File: src/rtl/move_sched.sv
// Vblank-synchronised command scheduler: request FIFO, engine handshake and undo history stack.
// Optional MOVE_CNT_EN adds a saturating net-move counter output (move_cnt).
`timescale 1ns/1ps
module move_sched #(
    parameter int QDEPTH = 4,
    parameter int HDEPTH = 64,
    parameter int TMO    = 1023
) (
    input  logic                      pixelclk,
    input  logic                      rst,
    input  logic                      key_enU,
    input  logic                      key_enD,
    input  logic                      key_enL,
    input  logic                      key_enR,
    input  logic                      key_enC,
    input  logic                      undo_req,
    input  logic                      restart_req,
    input  logic                      i_vblank,
    output logic                      cmd_valid,
    input  logic                      cmd_ready,
    output logic [2:0]                cmd_op,
    output logic [1:0]                cmd_dir,
    output logic                      cmd_pull,
    input  logic                      done,
    input  logic                      done_moved,
    input  logic                      done_pushed,
    output logic                      busy,
    output logic                      drop,
    output logic [$clog2(HDEPTH):0]   hist_cnt,
`ifdef MOVE_CNT_EN
    output logic [15:0]               move_cnt,
`endif
    output logic                      tmo_err
);

    localparam int QAW = $clog2(QDEPTH);
    localparam int HAW = $clog2(HDEPTH);
    localparam int TW  = $clog2(TMO + 1);
    localparam logic [QAW:0] Q_FULL = (QAW + 1)'(QDEPTH);
    localparam logic [HAW:0] H_FULL = (HAW + 1)'(HDEPTH);

    localparam logic [2:0] OP_UP      = 3'd0;
    localparam logic [2:0] OP_DOWN    = 3'd1;
    localparam logic [2:0] OP_LEFT    = 3'd2;
    localparam logic [2:0] OP_RIGHT   = 3'd3;
    localparam logic [2:0] OP_CONFIRM = 3'd4;
    localparam logic [2:0] OP_UNDO    = 3'd5;
    localparam logic [2:0] OP_RESTART = 3'd6;

    typedef enum logic [2:0] {
        S_IDLE      = 3'd0,
        S_WAIT_VBL  = 3'd1,
        S_ISSUE     = 3'd2,
        S_WAIT_DONE = 3'd3,
        S_RECORD    = 3'd4
    } state_t;

    state_t            state_r;
    logic [2:0]        q_mem [QDEPTH];
    logic [QAW-1:0]    q_rd_r;
    logic [QAW-1:0]    q_wr_r;
    logic [QAW:0]      q_cnt_r;
    logic [2:0]        h_mem [HDEPTH];
    logic [HAW-1:0]    h_wr_r;
    logic [2:0]        op_r;
    logic              moved_r;
    logic              pushed_r;
    logic [TW-1:0]     tmo_cnt_r;

    logic              req_valid_s;
    logic [2:0]        req_op_s;
    logic              q_empty_s;
    logic              q_full_s;
    logic              push_s;
    logic              pop_s;
    logic              flush_s;
    logic [2:0]        head_s;
    logic [HAW-1:0]    h_top_idx_s;
    logic [2:0]        h_top_s;
    logic              h_we_s;

    assign q_empty_s   = (q_cnt_r == '0);
    assign q_full_s    = (q_cnt_r == Q_FULL);
    assign head_s      = q_mem[q_rd_r];
    assign h_top_idx_s = h_wr_r - HAW'(1);
    assign h_top_s     = h_mem[h_top_idx_s];
    assign busy        = (state_r != S_IDLE) || !q_empty_s;

    // Priority encode coincident request pulses; only the winner is considered for enqueue.
    always_comb begin
        req_valid_s = 1'b1;
        req_op_s    = 3'd0;
        if (restart_req) begin
            req_op_s = OP_RESTART;
        end else if (undo_req) begin
            req_op_s = OP_UNDO;
        end else if (key_enU) begin
            req_op_s = OP_UP;
        end else if (key_enD) begin
            req_op_s = OP_DOWN;
        end else if (key_enL) begin
            req_op_s = OP_LEFT;
        end else if (key_enR) begin
            req_op_s = OP_RIGHT;
        end else if (key_enC) begin
            req_op_s = OP_CONFIRM;
        end else begin
            req_valid_s = 1'b0;
        end
    end

    // FIFO control strobes derived from the request and the FSM dequeue point.
    always_comb begin
        flush_s = req_valid_s && (req_op_s == OP_RESTART);
        push_s  = req_valid_s && !flush_s && !q_full_s;
        pop_s   = (state_r == S_WAIT_VBL) && i_vblank && !q_empty_s;
        h_we_s  = (state_r == S_RECORD) && !op_r[2] && moved_r;
    end

    // Request FIFO storage; a restart always lands in slot 0 of a flushed queue.
    always_ff @(posedge pixelclk) begin
        if (flush_s) begin
            q_mem[0] <= OP_RESTART;
        end else if (push_s) begin
            q_mem[q_wr_r] <= req_op_s;
        end else begin
            q_mem[q_wr_r] <= q_mem[q_wr_r];
        end
    end

    // Request FIFO pointers, occupancy and the drop pulse.
    always_ff @(posedge pixelclk) begin
        if (rst) begin
            q_rd_r  <= '0;
            q_wr_r  <= '0;
            q_cnt_r <= '0;
            drop    <= 1'b0;
        end else if (flush_s) begin
            q_rd_r  <= '0;
            q_wr_r  <= QAW'(1);
            q_cnt_r <= (QAW + 1)'(1);
            drop    <= 1'b0;
        end else begin
            drop <= req_valid_s && q_full_s;
            if (push_s) q_wr_r <= q_wr_r + QAW'(1);
            if (pop_s)  q_rd_r <= q_rd_r + QAW'(1);
            case ({push_s, pop_s})
                2'b10:   q_cnt_r <= q_cnt_r + (QAW + 1)'(1);
                2'b01:   q_cnt_r <= q_cnt_r - (QAW + 1)'(1);
                default: q_cnt_r <= q_cnt_r;
            endcase
        end
    end

    // History storage: circular, so a full stack overwrites its oldest entry.
    always_ff @(posedge pixelclk) begin
        if (h_we_s) begin
            h_mem[h_wr_r] <= {op_r[1:0], pushed_r};
        end else begin
            h_mem[h_wr_r] <= h_mem[h_wr_r];
        end
    end

    // Scheduler FSM with registered command outputs and history bookkeeping.
    always_ff @(posedge pixelclk) begin
        if (rst) begin
            state_r   <= S_IDLE;
            cmd_valid <= 1'b0;
            cmd_op    <= 3'd0;
            cmd_dir   <= 2'd0;
            cmd_pull  <= 1'b0;
            op_r      <= 3'd0;
            moved_r   <= 1'b0;
            pushed_r  <= 1'b0;
            tmo_cnt_r <= '0;
            tmo_err   <= 1'b0;
            h_wr_r    <= '0;
            hist_cnt  <= '0;
`ifdef MOVE_CNT_EN
            move_cnt  <= 16'd0;
`endif
        end else begin
            case (state_r)
                S_IDLE: begin
                    if (!q_empty_s) state_r <= S_WAIT_VBL;
                end
                S_WAIT_VBL: begin
                    if (i_vblank) begin
                        if (q_empty_s) begin
                            state_r <= S_IDLE;
                        end else if (head_s == OP_UNDO && hist_cnt == '0) begin
                            state_r <= S_IDLE;
                        end else begin
                            state_r   <= S_ISSUE;
                            cmd_valid <= 1'b1;
                            cmd_op    <= head_s;
                            op_r      <= head_s;
                            if (head_s == OP_UNDO) begin
                                cmd_dir  <= h_top_s[2:1] ^ 2'b01;
                                cmd_pull <= h_top_s[0];
                            end else begin
                                cmd_dir  <= head_s[1:0];
                                cmd_pull <= 1'b0;
                            end
                        end
                    end
                end
                S_ISSUE: begin
                    if (cmd_ready) begin
                        state_r   <= S_WAIT_DONE;
                        cmd_valid <= 1'b0;
                        tmo_cnt_r <= '0;
                    end
                end
                S_WAIT_DONE: begin
                    if (done) begin
                        state_r  <= S_RECORD;
                        moved_r  <= done_moved;
                        pushed_r <= done_pushed;
                    end else if (tmo_cnt_r == TW'(TMO - 1)) begin
                        state_r <= S_IDLE;
                        tmo_err <= 1'b1;
                    end else begin
                        tmo_cnt_r <= tmo_cnt_r + TW'(1);
                    end
                end
                S_RECORD: begin
                    state_r <= S_IDLE;
                    case (op_r)
                        OP_UP, OP_DOWN, OP_LEFT, OP_RIGHT: begin
                            if (moved_r) begin
                                h_wr_r <= h_wr_r + HAW'(1);
                                if (hist_cnt != H_FULL) hist_cnt <= hist_cnt + (HAW + 1)'(1);
`ifdef MOVE_CNT_EN
                                if (move_cnt != 16'hFFFF) move_cnt <= move_cnt + 16'd1;
`endif
                            end
                        end
                        OP_UNDO: begin
                            if (hist_cnt != '0) begin
                                h_wr_r   <= h_top_idx_s;
                                hist_cnt <= hist_cnt - (HAW + 1)'(1);
                            end
`ifdef MOVE_CNT_EN
                            if (move_cnt != 16'd0) move_cnt <= move_cnt - 16'd1;
`endif
                        end
                        OP_RESTART: begin
                            h_wr_r   <= '0;
                            hist_cnt <= '0;
`ifdef MOVE_CNT_EN
                            move_cnt <= 16'd0;
`endif
                        end
                        default: begin
                            hist_cnt <= hist_cnt;
                        end
                    endcase
                end
                default: begin
                    state_r   <= S_IDLE;
                    cmd_valid <= 1'b0;
                end
            endcase
        end
    end

endmodule
File: config.mk
export PLATFORM = sky130hd
export DESIGN_NAME = move_sched
export DESIGN_NICKNAME = d
export VERILOG_FILES = /design/src/rtl/move_sched.sv
export SDC_FILE = /design/constraint.sdc
export NUM_CORES = 1
export LEC_CHECK = 0
export CAP_MARGIN = 20
export CORE_MARGIN = 2
export CORE_UTILIZATION = 45
export DETAILED_ROUTE_END_ITERATION = 7
export SLEW_MARGIN = 30
export SYNTH_ARGS = -nofsm -noshare
export SYNTH_HDL_FRONTEND = slang
export SYNTH_SLANG_ARGS = --single-unit
File: constraint.sdc
create_clock -name pixelclk -period 5.06 [get_ports pixelclk]
set_input_delay 1.265 -clock pixelclk [delete_from_list [all_inputs] [get_ports pixelclk]]
set_output_delay 1.265 -clock pixelclk [all_outputs]
set_load 0.02 [all_outputs]
Word level (Yosys, flattened, before mapping)

Memories as Yosys holds them, arrays and structs flattened. A register that Yosys moved wholly into a read port is not among the register bits.
Cells that the tools add are included.

Flip-flop bits (word level): 44
Memory bits (writable): 204
Bits of input ports: 14
Word-level logic and storage cells: 165
Memories kept: 2
Output and inout bits: 17

Memory list:

| name  | words | bits a word | rd ports | clocked after Yosys merged registers in | wr ports | RTL line | source |
|---|---|---|---|---|---|---|---|
| h_mem | 64    | 3           | 1        | 0                                       | 1        | 63       | `logic [2:0] h_mem [HDEPTH];` |
| q_mem | 4     | 3           | 1        | 1                                       | 1        | 59       | `logic [2:0] q_mem [QDEPTH];` |

Add/subtract/negate cells: 9
Reduce and logical (&&, ||, !) cells: 39
Eq/ne operators: 29
Multiplexer cells: 62
Bitwise gates (word level): 7

Operator list:

| operator                | number |
|---|---|
| $mux W3                 | 15 |
| $mux W10                | 3 |
| $mux W1                 | 27 |
| $mux W7                 | 3 |
| $pmux W7 S3             | 1 |
| $ne A2 B2 Y1 const B    | 10 |
| $pmux W10 S2            | 1 |
| $eq A3 B3 Y1 const B    | 6 |
| $pmux W6 S3             | 1 |
| $reduce_and A4 Y1       | 4 |
| $eq A3 B2 Y1 const B    | 4 |
| $mux W2                 | 6 |
| $mux W6                 | 2 |
| $pmux W3 S4             | 1 |
| $add A10 B1 Y10 const B | 1 |
| $eq A10 B10 Y1 const B  | 1 |
| $reduce_and A5 Y1       | 2 |
| $logic_and A1 B1 Y1     | 9 |
| $logic_not A3 Y1        | 3 |
| $reduce_bool A3 Y1      | 3 |
| $add A7 B1 Y7 const B   | 1 |
| $logic_not A7 Y1        | 1 |
| $ne A7 B7 Y1 const B    | 1 |
| $reduce_bool A7 Y1      | 1 |
| 23 further kinds        | 39 |

Logic depth before layout (Yosys ltp)

Depth after elaboration: 19
Mapped depth: 14
Depth with buffers taken out: 11

Worst setup path after synthesis

No wires, ideal clock.

Kind: reg2reg
From: reg h_wr_r[0]
To: reg cmd_dir[1]
Clock period less this slack: 3.671 ns
Buffers on the path: 6
Data required time: 4.928 ns
Cell stages (with the launch flop): 15
Setup time: 0.132 ns
Arrival time: 3.539 ns
Slack: 1.389 ns
Path through: dfxtp_1 buf_6 buf_8 clkbuf_1 inv_1 ha_1 buf_2 buf_2 clkbuf_1 mux4_2 mux4_2 nand3_1 a41oi_1 nor3_1 nor3_1

Cells in the longest elaborated chain, start to end: 3

RTL lines:

| what                     | RTL line | source |
|---|---|---|
| start: declaration       | 64       | `logic [HAW-1:0] h_wr_r;` |
| start signal: assignment | 232      | `h_wr_r <= h_wr_r + HAW'(1);` |
| start signal: assignment | 241      | `h_wr_r <= h_top_idx_s;` |
| $sub A6 B1 Y6            | 85       | `assign h_top_idx_s = h_wr_r - HAW'(1);` |
| $mem_v2 Z64 W3           | -        |  |
| $mux W2                  | 198      | `if (head_s == OP_UNDO) begin` |
| end signal: assignment   | 199      | `cmd_dir <= h_top_s[2:1] ^ 2'b01;` |
| end signal: assignment   | 202      | `cmd_dir <= head_s[1:0];` |
| end: declaration         | 22       | `output logic [1:0] cmd_dir,` |

Every way passes these cells.
A chain may end at the register's enable or synchronous reset.

Final worst setup path

From: reg h_wr_r[1]
To: reg cmd_dir[0]

Cells in the longest elaborated chain, start to end: 4

RTL lines:

| what                 | RTL line |
|---|---|
| $sub A6 B1 Y6        | 85 |
| $mem_v2 Z64 W3       | - |
| $not A1 Y1 (no line) | - |
| $mux W2              | 198 |

Every way passes these cells.

==> impl_metrics.json <==
{
  "most_frequent_standard_cell_in_the_layout_excluding_fill_and_tap_cells": "edfxtp_1",
  "yosys_register_bits": 250,
  "design.portCount": 31,
  "finish.net_count": 789,
  "max_cap_viol_count": 0,
  "ctsHtreeMaxLevel": 1,
  "gpl.final_weighted_congestion": 0.826,
  "worst_slew_pin_slew_ns": 0.832,
  "initial_antenna_violation_count": 0,
  "syn2layout_area_growth_pct": 12.4,
  "stdcell_count": 1099,
  "final_layout_size_suffix_gt1_share_pct": 14.1,
  "timing.setup.tns_ns": 0,
  "antenna_cells_inserted": 0,
  "r2r_slack_ns": 1.27,
  "dp.final_hpwl_um": 15100,
  "status": "finished, final reports clean",
  "min_period_over_period_pct": 75.0,
  "first_global_vias": 6343,
  "synth_enable_flop_cells": 204,
  "synth_ff_type": "edfxtp_1",
  "grt_first_pass_wirelength_um": 35800,
  "number_of_buffers_on_the_longest_clock_path": 3,
  "crit_required_ns": 5.52,
  "cts.repair_timing.setup_buffer_count": 0,
  "port-buffer-count": 30,
  "detail-route-antenna-nets": 0,
  "cts.root.buffer_cell": "clkbuf_16",
  "route.detailed.vias_per_inst": 5.69,
  "period_minus_slack_ns": 3.79,
  "ys.warnings.count": 0,
  "grt_max_degree": 69,
  "worst-setup-path-type": "register to register",
  "floorplan.core_area_mm2": 0.0235,
  "route.detailed.drc": 0,
  "worst_setup_path_end_kind": "register",
  "total_cts_buffers": 26,
  "initial_utilization_pct": 46.0,
  "global_route.overflow_total": 0,
  "slew-limit-headroom_pct": 44.1,
  "timing.final.max_slew_violations": 0,
  "insertion_delay_ns": 0.54,
  "clock-sinks": 250,
  "synth_cell_types": 57,
  "synth_area_mm2": 0.0108,
  "worst_setup_timing_slack_at_the_placement_stage_ns": 1.16,
  "power.density_mw_per_mm2": 341,
  "cellLeakagePower_nw": 4.11,
  "dr.first_iter.drc_count": 554,
  "critPathMaxFanout": 30,
  "detail_route.wirelength_um": 22700,
  "die-width_um": 159,
  "crit_path_start_kind": "register",
  "async_flop_share_pct": 0,
  "resize_count_post_cts": 0,
  "cts_tree": "built",
  "synthesis.area_per_instance_um2": 14.6,
  "most-common-layout-cells": "edfxtp_1 (204), nor2_1 (111), mux4_2 (52)",
  "mappedNetlistNets": 766,
  "grt_setup_unrepaired": "false",
  "worstPathArrival_ns": 4.26,
  "cts.reportedPaths.clkPinSlew_ns": 0.06,
  "setup_viol": 0,
  "placed_cells": 1053,
  "die_height_um": 159,
  "total_die_area_mm2": 0.0253,
  "max-vdd-ir-drop_mv": 0.287,
  "hold_path_class": "register to register",
  "seq_area_frac_synth_pct": 65.1,
  "maximum_operating_frequency_mhz": 264,
  "detailroute.via_count": 6248,
  "num_rows": 56,
  "grt_total_usage_pct": 18.0,
  "final_hold_viol_count": 0,
  "syn-instance-count": 739,
  "wire_length_per_cell_after_detailed_routing_um": 20.7,
  "cts_hold_buffers": 0,
  "clock-skew-final_ns": 0.0295,
  "detailedRoute.firstPassIterationCount": 5,
  "finalWorstSetupSlack_ns": 1.27
}
-- final cells by class --
cell class	instances	area, um^2
clock buffer	28	658
clock inverter	18	95.1
fill	2010	11400
inverter	19	71.3
multi-input combinational	428	3520
sequential	250	7060
tap	319	399
timing repair buffer	37	357
-- cells in the mapped netlist (all sizes together) (2+ instances only) --
library cell	count	area share [%]
a2111oi	5	0.46
o31ai	3	0.34
nand3b	2	0.14
or2	4	0.23
nor2	111	3.9
o21bai	4	0.28
o22ai	2	0.12
a21o	3	0.21
a211oi	3	0.21
nand4	4	0.23
nor3	14	0.65
xnor2	11	0.89
o21a	2	0.14
fa	2	0.37
edfxtp	204	57
a21oi	33	1.6
nand3	24	1.1
nor4	2	0.12
or3b	3	0.24
nand4b	3	0.24
nand2	35	1.2
mux4	60	13
nor2b	3	0.17
ha	11	1.3
and2	2	0.12
nor3b	5	0.35
or3	17	0.98
dfxtp	46	8.5
or4	3	0.21
clkbuf	33	1.1
xor2	14	1.2
mux2i	7	0.65
buf	9	0.55
inv	18	0.62
o21ai	11	0.51
and3	7	0.40
nand2b	8	0.46
-- per-layer routing --
| layer | vias to the layer above | GRT usage (%) | routed length [um] |
|---|---|---|---|
| met5 | - | 0 | 0 |
| met1 | 3193 | 25.5 | 10300 |
| met2 | 159 | 29.1 | 10900 |
| met3 | 32 | 2.97 | 1060 |
| met4 | 0 | 4.88 | 489 |
| li1 | 2864 | - | - |
-- critical path, cell delays in order (launching register included) --
cell and delay (ns):
dfxtp_1 0.55, inv_1 0.17, ha_2 0.88, buf_4 0.39, buf_4 0.19, mux4_2 0.30
a2111oi_0 0.43, or4_1 0.18, a211oi_1 0.10, or3b_1 0.43, a21oi_2 0.12
-- cells by family (layout without fill, tap and decap cells) --
kind of cell	after synthesis	after routing	synth area share, %
AO/OA/AOI/OAI	75	75	4.58
flip-flops	250	250	65.1
buffers and inverters	61	102	2.36
XOR/XNOR	25	25	2.09
multiplexers	67	67	13.4
adder cells (fa/ha/maj)	13	13	1.64
AND/OR/NAND/NOR	248	248	10.8
-- worst paths after layout --
check                                       startpoint                      end  depth (start not counted)
worst min-delay path              tmo_err$_SDFFE_PP0P_     tmo_err$_SDFFE_PP0P_                          2
worst max register to register  h_wr_r[1]$_SDFFE_PP0P_  cmd_dir[0]$_SDFFE_PP0P_                         10
worst max-delay path            h_wr_r[1]$_SDFFE_PP0P_  cmd_dir[0]$_SDFFE_PP0P_                         10
worst min register to register    tmo_err$_SDFFE_PP0P_     tmo_err$_SDFFE_PP0P_                          2
-- where the power goes --
group / switching (mW) / total (mW) / internal, mW
clock: 0.751 / 1.69 / 0.935
combinational: 0.114 / 0.191 / 0.0777
sequential: 0.0276 / 2.27 / 2.24
-- stage by stage --
stage	cell area [um^2]	utilization [%]	power (mW)	hold WS, ns
3_3_place_gp	11400	48.4	2.49	0.454
3_5_place_dp	11400	48.4	2.50	0.458
4_1_cts	12200	51.6	4.18	0.476
6_report	12200	51.6	4.14	0.470
5_1_grt	12200	51.6	4.29	0.506
2_1_floorplan	10800	-	2.43	0.458
-- state kept, by name, indices dropped and copies added (netlist names), 3 cells and up, named ones only --
signal / count
h_mem: 192
h_wr_r: 6
hist_cnt: 7
op_r: 3
q_cnt_r: 3
q_mem: 12
state_r: 3
tmo_cnt_r: 10
Note: power is estimated with default switching activity, not from simulation.
